$ cat src/rtl/round_controller.sv
// Match/round sequencer: intro countdown, fight timer, KO/timeout judgement, best-of-N scoring.
// Optional macro SUDDEN_DEATH_EN: an equal-health timeout keeps fighting instead of drawing.
module round_controller #(
  parameter int TICKS_PER_SEC = 20,
  parameter int ROUND_SECONDS = 60,
  parameter int INTRO_TICKS   = 60,
  parameter int KO_TICKS      = 40,
  parameter int RST_TICKS     = 2,
  parameter int HOLD_TICKS    = 40,
  parameter int ROUNDS_TO_WIN = 2
) (
  input  logic       clk,
  input  logic       reset,
  input  logic       tick,
  input  logic [8:0] health_1,
  input  logic [8:0] health_2,
  input  logic       reset_req,
  output logic [1:0] winner,
  output logic       round_reset,
  output logic       freeze,
  output logic [6:0] round_time,
  output logic [1:0] p1_rounds,
  output logic [1:0] p2_rounds,
  output logic       match_over,
  output logic [2:0] fsm_state
);

  localparam logic [2:0] ST_RST_RND    = 3'd0;
  localparam logic [2:0] ST_INTRO      = 3'd1;
  localparam logic [2:0] ST_FIGHT      = 3'd2;
  localparam logic [2:0] ST_KO         = 3'd3;
  localparam logic [2:0] ST_MATCH_OVER = 3'd4;

  logic [2:0] state;
  logic [7:0] cnt;
  logic [7:0] sub;
  logic [7:0] hold;
  logic       match_rst;
  logic       fight_done;
  logic [1:0] fight_win;

  assign fsm_state = state;

  // The hold counter passes through HOLD_TICKS-1 exactly once per unbroken press run.
  assign match_rst = reset_req && (hold == 8'(HOLD_TICKS - 1));

  always_comb begin
    fight_done = 1'b0;
    fight_win  = 2'b00;
    if (health_1 == 9'd0 && health_2 == 9'd0) begin
      fight_done = 1'b1;
      fight_win  = 2'b11;
    end else if (health_1 == 9'd0) begin
      fight_done = 1'b1;
      fight_win  = 2'b10;
    end else if (health_2 == 9'd0) begin
      fight_done = 1'b1;
      fight_win  = 2'b01;
    end else if (round_time == 7'd0) begin
      if (health_1 < health_2) begin
        fight_done = 1'b1;
        fight_win  = 2'b10;
      end else if (health_2 < health_1) begin
        fight_done = 1'b1;
        fight_win  = 2'b01;
      end else begin
`ifdef SUDDEN_DEATH_EN
        fight_done = 1'b0;
`else
        fight_done = 1'b1;
        fight_win  = 2'b11;
`endif
      end
    end
  end

  always_ff @(posedge clk or negedge reset) begin
    if (!reset) begin
      state       <= ST_RST_RND;
      cnt         <= '0;
      sub         <= '0;
      hold        <= '0;
      winner      <= 2'b00;
      round_reset <= 1'b1;
      freeze      <= 1'b1;
      round_time  <= 7'(ROUND_SECONDS);
      p1_rounds   <= 2'd0;
      p2_rounds   <= 2'd0;
      match_over  <= 1'b0;
    end else if (tick) begin
      if (!reset_req)
        hold <= '0;
      else if (hold != 8'(HOLD_TICKS))
        hold <= hold + 8'd1;

      if (match_rst) begin
        state       <= ST_RST_RND;
        cnt         <= '0;
        sub         <= '0;
        winner      <= 2'b00;
        round_reset <= 1'b1;
        freeze      <= 1'b1;
        round_time  <= 7'(ROUND_SECONDS);
        p1_rounds   <= 2'd0;
        p2_rounds   <= 2'd0;
        match_over  <= 1'b0;
      end else begin
        case (state)
          ST_RST_RND: begin
            round_reset <= 1'b1;
            freeze      <= 1'b1;
            if (cnt == 8'(RST_TICKS - 1)) begin
              state       <= ST_INTRO;
              cnt         <= '0;
              round_reset <= 1'b0;
              winner      <= 2'b00;
            end else begin
              cnt <= cnt + 8'd1;
            end
          end
          ST_INTRO: begin
            freeze <= 1'b1;
            winner <= 2'b00;
            if (cnt == 8'(INTRO_TICKS - 1)) begin
              state      <= ST_FIGHT;
              cnt        <= '0;
              sub        <= '0;
              freeze     <= 1'b0;
              round_time <= 7'(ROUND_SECONDS);
            end else begin
              cnt <= cnt + 8'd1;
            end
          end
          ST_FIGHT: begin
            // KO and timeout are judged on the pre-tick timer value.
            if (fight_done) begin
              state  <= ST_KO;
              cnt    <= '0;
              freeze <= 1'b1;
              winner <= fight_win;
              if (fight_win == 2'b01 && p1_rounds != 2'd3)
                p1_rounds <= p1_rounds + 2'd1;
              if (fight_win == 2'b10 && p2_rounds != 2'd3)
                p2_rounds <= p2_rounds + 2'd1;
            end else if (sub == 8'(TICKS_PER_SEC - 1)) begin
              sub <= '0;
              if (round_time != 7'd0)
                round_time <= round_time - 7'd1;
            end else begin
              sub <= sub + 8'd1;
            end
          end
          ST_KO: begin
            freeze <= 1'b1;
            if (cnt == 8'(KO_TICKS - 1)) begin
              cnt <= '0;
              if (p1_rounds == 2'(ROUNDS_TO_WIN) || p2_rounds == 2'(ROUNDS_TO_WIN)) begin
                state      <= ST_MATCH_OVER;
                match_over <= 1'b1;
              end else begin
                state       <= ST_RST_RND;
                winner      <= 2'b00;
                round_reset <= 1'b1;
                round_time  <= 7'(ROUND_SECONDS);
              end
            end else begin
              cnt <= cnt + 8'd1;
            end
          end
          ST_MATCH_OVER: begin
            freeze     <= 1'b1;
            match_over <= 1'b1;
          end
          default: begin
            state       <= ST_RST_RND;
            cnt         <= '0;
            round_reset <= 1'b1;
            freeze      <= 1'b1;
          end
        endcase
      end
    end
  end

endmodule

$ cat config.mk
export PLATFORM = sky130hd
export DESIGN_NAME = round_controller
export DESIGN_NICKNAME = d
export VERILOG_FILES = /design/src/rtl/round_controller.sv
export SDC_FILE = /design/constraint.sdc
export NUM_CORES = 1
export LEC_CHECK = 0
export BUFFER_PORTS_ARGS = -buffer_cell sky130_fd_sc_hd__buf_2
export CAP_MARGIN = 0
export CORE_AREA = 2 2 72 80
export CTS_BUF_LIST = sky130_fd_sc_hd__clkbuf_16
export DETAILED_ROUTE_END_ITERATION = 7
export DIE_AREA = 0 0 74 82
export GPL_ROUTABILITY_DRIVEN = 1
export PLACE_DENSITY = 0.81
export SETUP_SLACK_MARGIN = 0.15
export SLEW_MARGIN = 10
export SYNTH_ARGS = -nofsm -noshare
export SYNTH_HDL_FRONTEND = slang
export SYNTH_SLANG_ARGS = --single-unit
$ cat constraint.sdc
create_clock -name clk -period 5.06 [get_ports clk]
set_clock_uncertainty 0.05 [all_clocks]
set_input_delay 1.518 -clock clk [delete_from_list [all_inputs] [get_ports clk]]
set_output_delay 1.518 -clock clk [all_outputs]
set_load 0.05 [all_outputs]
; Word-level counts from Yosys, hierarchy flattened
; Cells that the tools add are included.
[op_classes]
n_addsub = 6
n_lt_le_gt_ge = 2
eq_ne = 28
muxes = 65
reduce_logical = 30
[op_table]
columns = cell, count
row1 = 8-bit 2-to-1 mux, 11
row2 = 7-bit 2-to-1 mux, 7
row3 = 8-bit one-hot mux with 5 select lines, 1
row4 = 2-bit 2-to-1 mux, 19
row5 = "3-bit inequality test, second input constant", 9
row6 = "8-bit by 1-bit adder with 8-bit output, second input constant", 3
row7 = "8-bit by 6-bit equality test with 1-bit output, second input constant", 3
row8 = 7-bit one-hot mux with 3 select lines, 1
row9 = 4-bit AND reduction, 5
row10 = 9-bit zero test, 2
row11 = 9-bit < comparator, 2
row12 = 3-bit 2-to-1 mux, 6
row13 = 8-bit one-hot mux with 2 select lines, 1
row14 = 3-bit one-hot mux with 5 select lines, 1
row15 = 1-bit 2-to-1 mux, 14
row16 = 6-bit AND reduction, 2
row17 = "8-bit by 1-bit equality test with 1-bit output, second input constant", 1
row18 = "8-bit by 5-bit equality test with 1-bit output, second input constant", 1
row19 = "8-bit by 6-bit inequality test with 1-bit output, second input constant", 1
row20 = 2-bit one-hot mux with 4 select lines, 1
row21 = 8-bit AND reduction, 1
row22 = 2-bit nonzero test, 4
row23 = 7-bit zero test, 1
row24 = 7-bit nonzero test, 1
row25 = 20 further kinds, 33
[totals]
register_bits = 43
inputBits = 22
output_inout_bits = 19
word_cells = 142

; Logic depth before layout (Yosys ltp)
[depth]
ltp_word = 13
mapped_depth = 9
ltp_nobuf = 8

; Worst setup path before layout
; OpenSTA, ideal clock, no wires.
[synth_timing]
kind = input to register
from = in health_1[8]
to = reg state[0] (netlist: fsm_state[0])
setup_ns = 0.128
arrival_ns = 3.076
required_ns = 4.882
path_slack_ns = 1.806
cell_stages = 7
path_buffers = 1
cell_sequence = nor4_1 > and3_1 > clkbuf_1 > o41ai_2 > a31oi_4 > and2_1 > mux2_1
[synth_between]
elab_chain_len = 5
elab_cells_between_ends = 6
cone_classes = eq/ne (1) / mux (2) / reduce/logical (3)
[synth_lines]
columns = item, line
row1 = start: declaration, 15  ; input logic [8:0] health_1,
row2 = 9-bit zero test *, "50, 53"
row3 = 1-bit 2-to-1 mux or 1-bit logical AND (tied branches), "53, 50"
row4 = 1-bit 2-to-1 mux *, 50  ; if (health_1 == 9'd0 && health_2 == 9'd0) begin
row5 = 3-bit inequality test (no source line) *, -
row6 = 6-bit AND reduction (no source line) *, -
row7 = end signal: assignment, 79  ; state <= ST_RST_RND;
row8 = end signal: assignment, 97  ; state <= ST_RST_RND;
row9 = end signal: assignment, 113  ; state <= ST_INTRO;
row10 = end: declaration, 34  ; logic [2:0] state;
; Every way passes the cells marked *; elsewhere a longest branch is shown, timed or not.
; A chain may end at the register's enable or synchronous reset.

; Worst setup path after layout
[layout_timing]
from = in reset_req
to = reg state[0] (netlist: fsm_state[0])
[layout_between]
elab_chain_len = 3
elab_cells_between_ends = 8
cone_classes = eq/ne (5) / mux (1) / reduce/logical (2)
[layout_lines]
columns = item, line
row1 = start: declaration, 17  ; input logic reset_req,
row2 = 1-bit logical AND *, 45  ; assign match_rst = reset_req && (hold == 8'(HOLD_TICKS - 1));
row3 = 3-bit inequality test (no source line) or 2-bit inequality test (tied branches), -
row4 = 6-bit AND reduction (no source line), -
; Marks and branches as above.

==> impl_metrics.env <==
export IMPL_layout_drive_gt1_share_pct=21.2
export IMPL_grt_antenna_before_repair=0
export IMPL_synth_nets=391
export IMPL_fp_dieH_microns=82
export IMPL_place_area_sq_um=3300
export IMPL_clock_sinks=43
export IMPL_avgSynthCellArea_sq_um=8.76
export IMPL_synth_top_area_share_pct=30.2
export IMPL_syn2layout_area_growth_pct=14.0
export IMPL_p_leak_nw=1.56
export IMPL_fin_ws_ns=1.65
export IMPL_final_util_pct=66.1
export IMPL_final_hold_viol_count=0
export IMPL_yosys_area_top_type="dfrtp_1"
export IMPL_synth_top_flop_cell="dfrtp_1"
export IMPL_cts_max_path_buffers=2
export IMPL_dp_hpwl_microns=5000
export IMPL_dp_cells=453
export IMPL_rsz0062_at_grt="false"
export IMPL_status="finished, final reports clean"
export IMPL_cp_start_kind="primary input"
export IMPL_htreeDepth=2
export IMPL_path_depth=7
export IMPL_worst_pin_slew_ns=0.948
export IMPL_min_period_ns=3.41
export IMPL_num_vias=2741
export IMPL_slew_headroom_pct=36.8
export IMPL_first_pass_iters=4
export IMPL_path_class="in -> reg"
export IMPL_die_x_microns=74
export IMPL_critPathCaptureType="flop"
export IMPL_cts_tree="done"
export IMPL_cts_buffers=5
export IMPL_cts_hold_buf=0
export IMPL_stdcell_count=461
export IMPL_async_reset_ff_share_pct=100
export IMPL_core_sq_um=5290
export IMPL_routedWlPerCell_microns=14.7
export IMPL_drc=0
export IMPL_cp_slowest_stage_delay_ns=0.60
export IMPL_crit_fanout=12
export IMPL_cap_viol_max_count=0
export IMPL_finalInstanceArea_sq_um=3500
export IMPL_ioPinCount=41
export IMPL_drt_iter0_drc=132
export IMPL_vdd_ir_drop_max_v=0.000286
export IMPL_ys_seq_elements=43
export IMPL_p_total_mw=1.57
export IMPL_grt_pass1_wl_microns=11700
export IMPL_yosysSeqAreaShare_pct=35.3
export IMPL_reg2regPathDepth=6
export IMPL_die_area_sq_um=6070
export IMPL_n_antenna_cell=0
export IMPL_cp_buffers_inverters=2
export IMPL_max_freq_mhz=294
export IMPL_grt_overflow=0
export IMPL_synth_edf_count=0
export IMPL_initial_core_util_pct=58.0
export IMPL_fin_setup_tns_ns=0
export IMPL_finalSetupViolCount=0
export IMPL_ant_nets=0
export IMPL_yosys_warnings=0
export IMPL_track_usage_pct=24.6
export IMPL_crit_family="simple AND/OR/NAND/NOR gates"
export IMPL_p_per_area_nw_per_um2=449
export IMPL_fin_crit_sh_pct=67.3
export IMPL_mostFrequentLayoutCells="buf_2 (40), dfrtp_1 (37), nand2_1 (33)"
export IMPL_port_buffers=40
export IMPL_num_rows=28
export IMPL_grt_max_degree=44
export IMPL_path_cells="buf_2 > nand4b_1 > nor2_1 > buf_4 > o32a_2 > and2_1 > mux2_1"
export IMPL_drt_wl_total_microns=6790
export IMPL_vias_per_cell=5.95
export IMPL_postCtsSetupBuffers=0
export IMPL_place_ws_ns=1.37
export IMPL_slew_violations=0
export IMPL_final_common_cell="buf_2"
export IMPL_num_nets_final=426
export IMPL_clk_pin_slew_ns=0.06
export IMPL_holdWs_ns=0.462
export IMPL_cts_resized_gates=0
export IMPL_clockRootBuffer="clkbuf_16"
export IMPL_gp_congestion=0.847
export IMPL_crit_required_ns=5.18
export IMPL_clk_latency_ns=0.29
export IMPL_syn_area_sq_um=3070
export IMPL_cp_arrival_ns=3.53
export IMPL_synthTopCellsByArea="dfrtp_1 (30%), ha_1 (7.8%), dfstp_2 (5.1%)"
export IMPL_grt_pass1_vias=2652
export IMPL_ys_types=63
export IMPL_hold_path_class="reg -> reg"
export IMPL_syn_inst=350
export IMPL_whs_path_depth=1
export IMPL_critical_path_slowest_cell="nor2_1"
## kinds of logic after synthesis
kind of cell               after synthesis  synth area share (%)
DFF                                     43                  35.3
AOI/OAI and AO/OA                       96                  22.6
muxes                                    5                  1.75
and+or+nand+nor                        153                  27.7
buffers and inverters                   33                  4.57
xor gates and xnor gates                 1                 0.286
adders and majority gates               19                  7.75
## registers in the layout, summed over array words and instances (netlist names)
signal	cells
cnt	8
freeze	1
fsm_state	3
hold	8
match_over	1
p1_rounds	2
p2_rounds	2
round_reset	1
round_time	7
sub	8
winner	2
## layer usage
metal	GRT usage, %	up-vias	share of wire (%)
met5	0	-	0
met4	7.64	0	1.2
met3	4.29	8	3.3
met2	42.9	49	51
met1	30.9	1330	45
li1	-	1354	-
## final timing paths
check	to	slack, ns	from
worst max-delay path	fsm_state[0]	1.65	reset_req
worst min-delay path	sub[0]	0.46	sub[0]
worst max register to register	fsm_state[0]	2.20	hold[4]
worst min register to register	sub[0]	0.46	sub[0]
max in group asynchronous	cnt[4]	3.04	reset
min in group asynchronous	round_time[0]	1.33	reset
## power breakdown
group	total [mW]	switching (mW)	internal [mW]
clock network	0.419	0.136	0.283
logic	0.640	0.422	0.218
registers	0.512	0.0924	0.419
total	1.57	0.651	0.920
## worst reg2reg max path: cells and delay by family (launching register included)
| kind | cells | cell delay (ns) |
|---|---|---|
| mux | 1 | 0.33 |
| flops | 1 | 0.43 |
| simple gates | 3 | 1.39 |
| buf+inv | 1 | 0.31 |
| compound gates | 1 | 0.26 |
## synthesized netlist by cell type (all sizes together) (2+ instances only)
cell / number
a21oi: 14
nor3b: 3
a31oi: 10
nor4: 7
a22o: 6
nand4: 5
o211ai: 2
o41ai: 3
dfstp: 6
nor2b: 9
buf: 6
or3: 6
a21boi: 2
ha: 19
and4: 2
and3: 10
nand2: 33
mux2: 3
o22ai: 2
or4: 4
o31ai: 8
nand2b: 7
and2: 6
nor2: 23
mux2i: 2
dfrtp: 37
nor3: 14
o21ai: 38
inv: 20
or2: 6
nand3: 14
clkbuf: 7
## final cells by class
type	count	area, sq um
clock buffer	5	125
clock inverter	3	67.6
fill	436	1790
inverter	20	75.1
multi-input combinational	274	1840
sequential	43	1080
tap	75	93.8
timing repair buffer	41	208
Power figures use the tool's default switching activity.
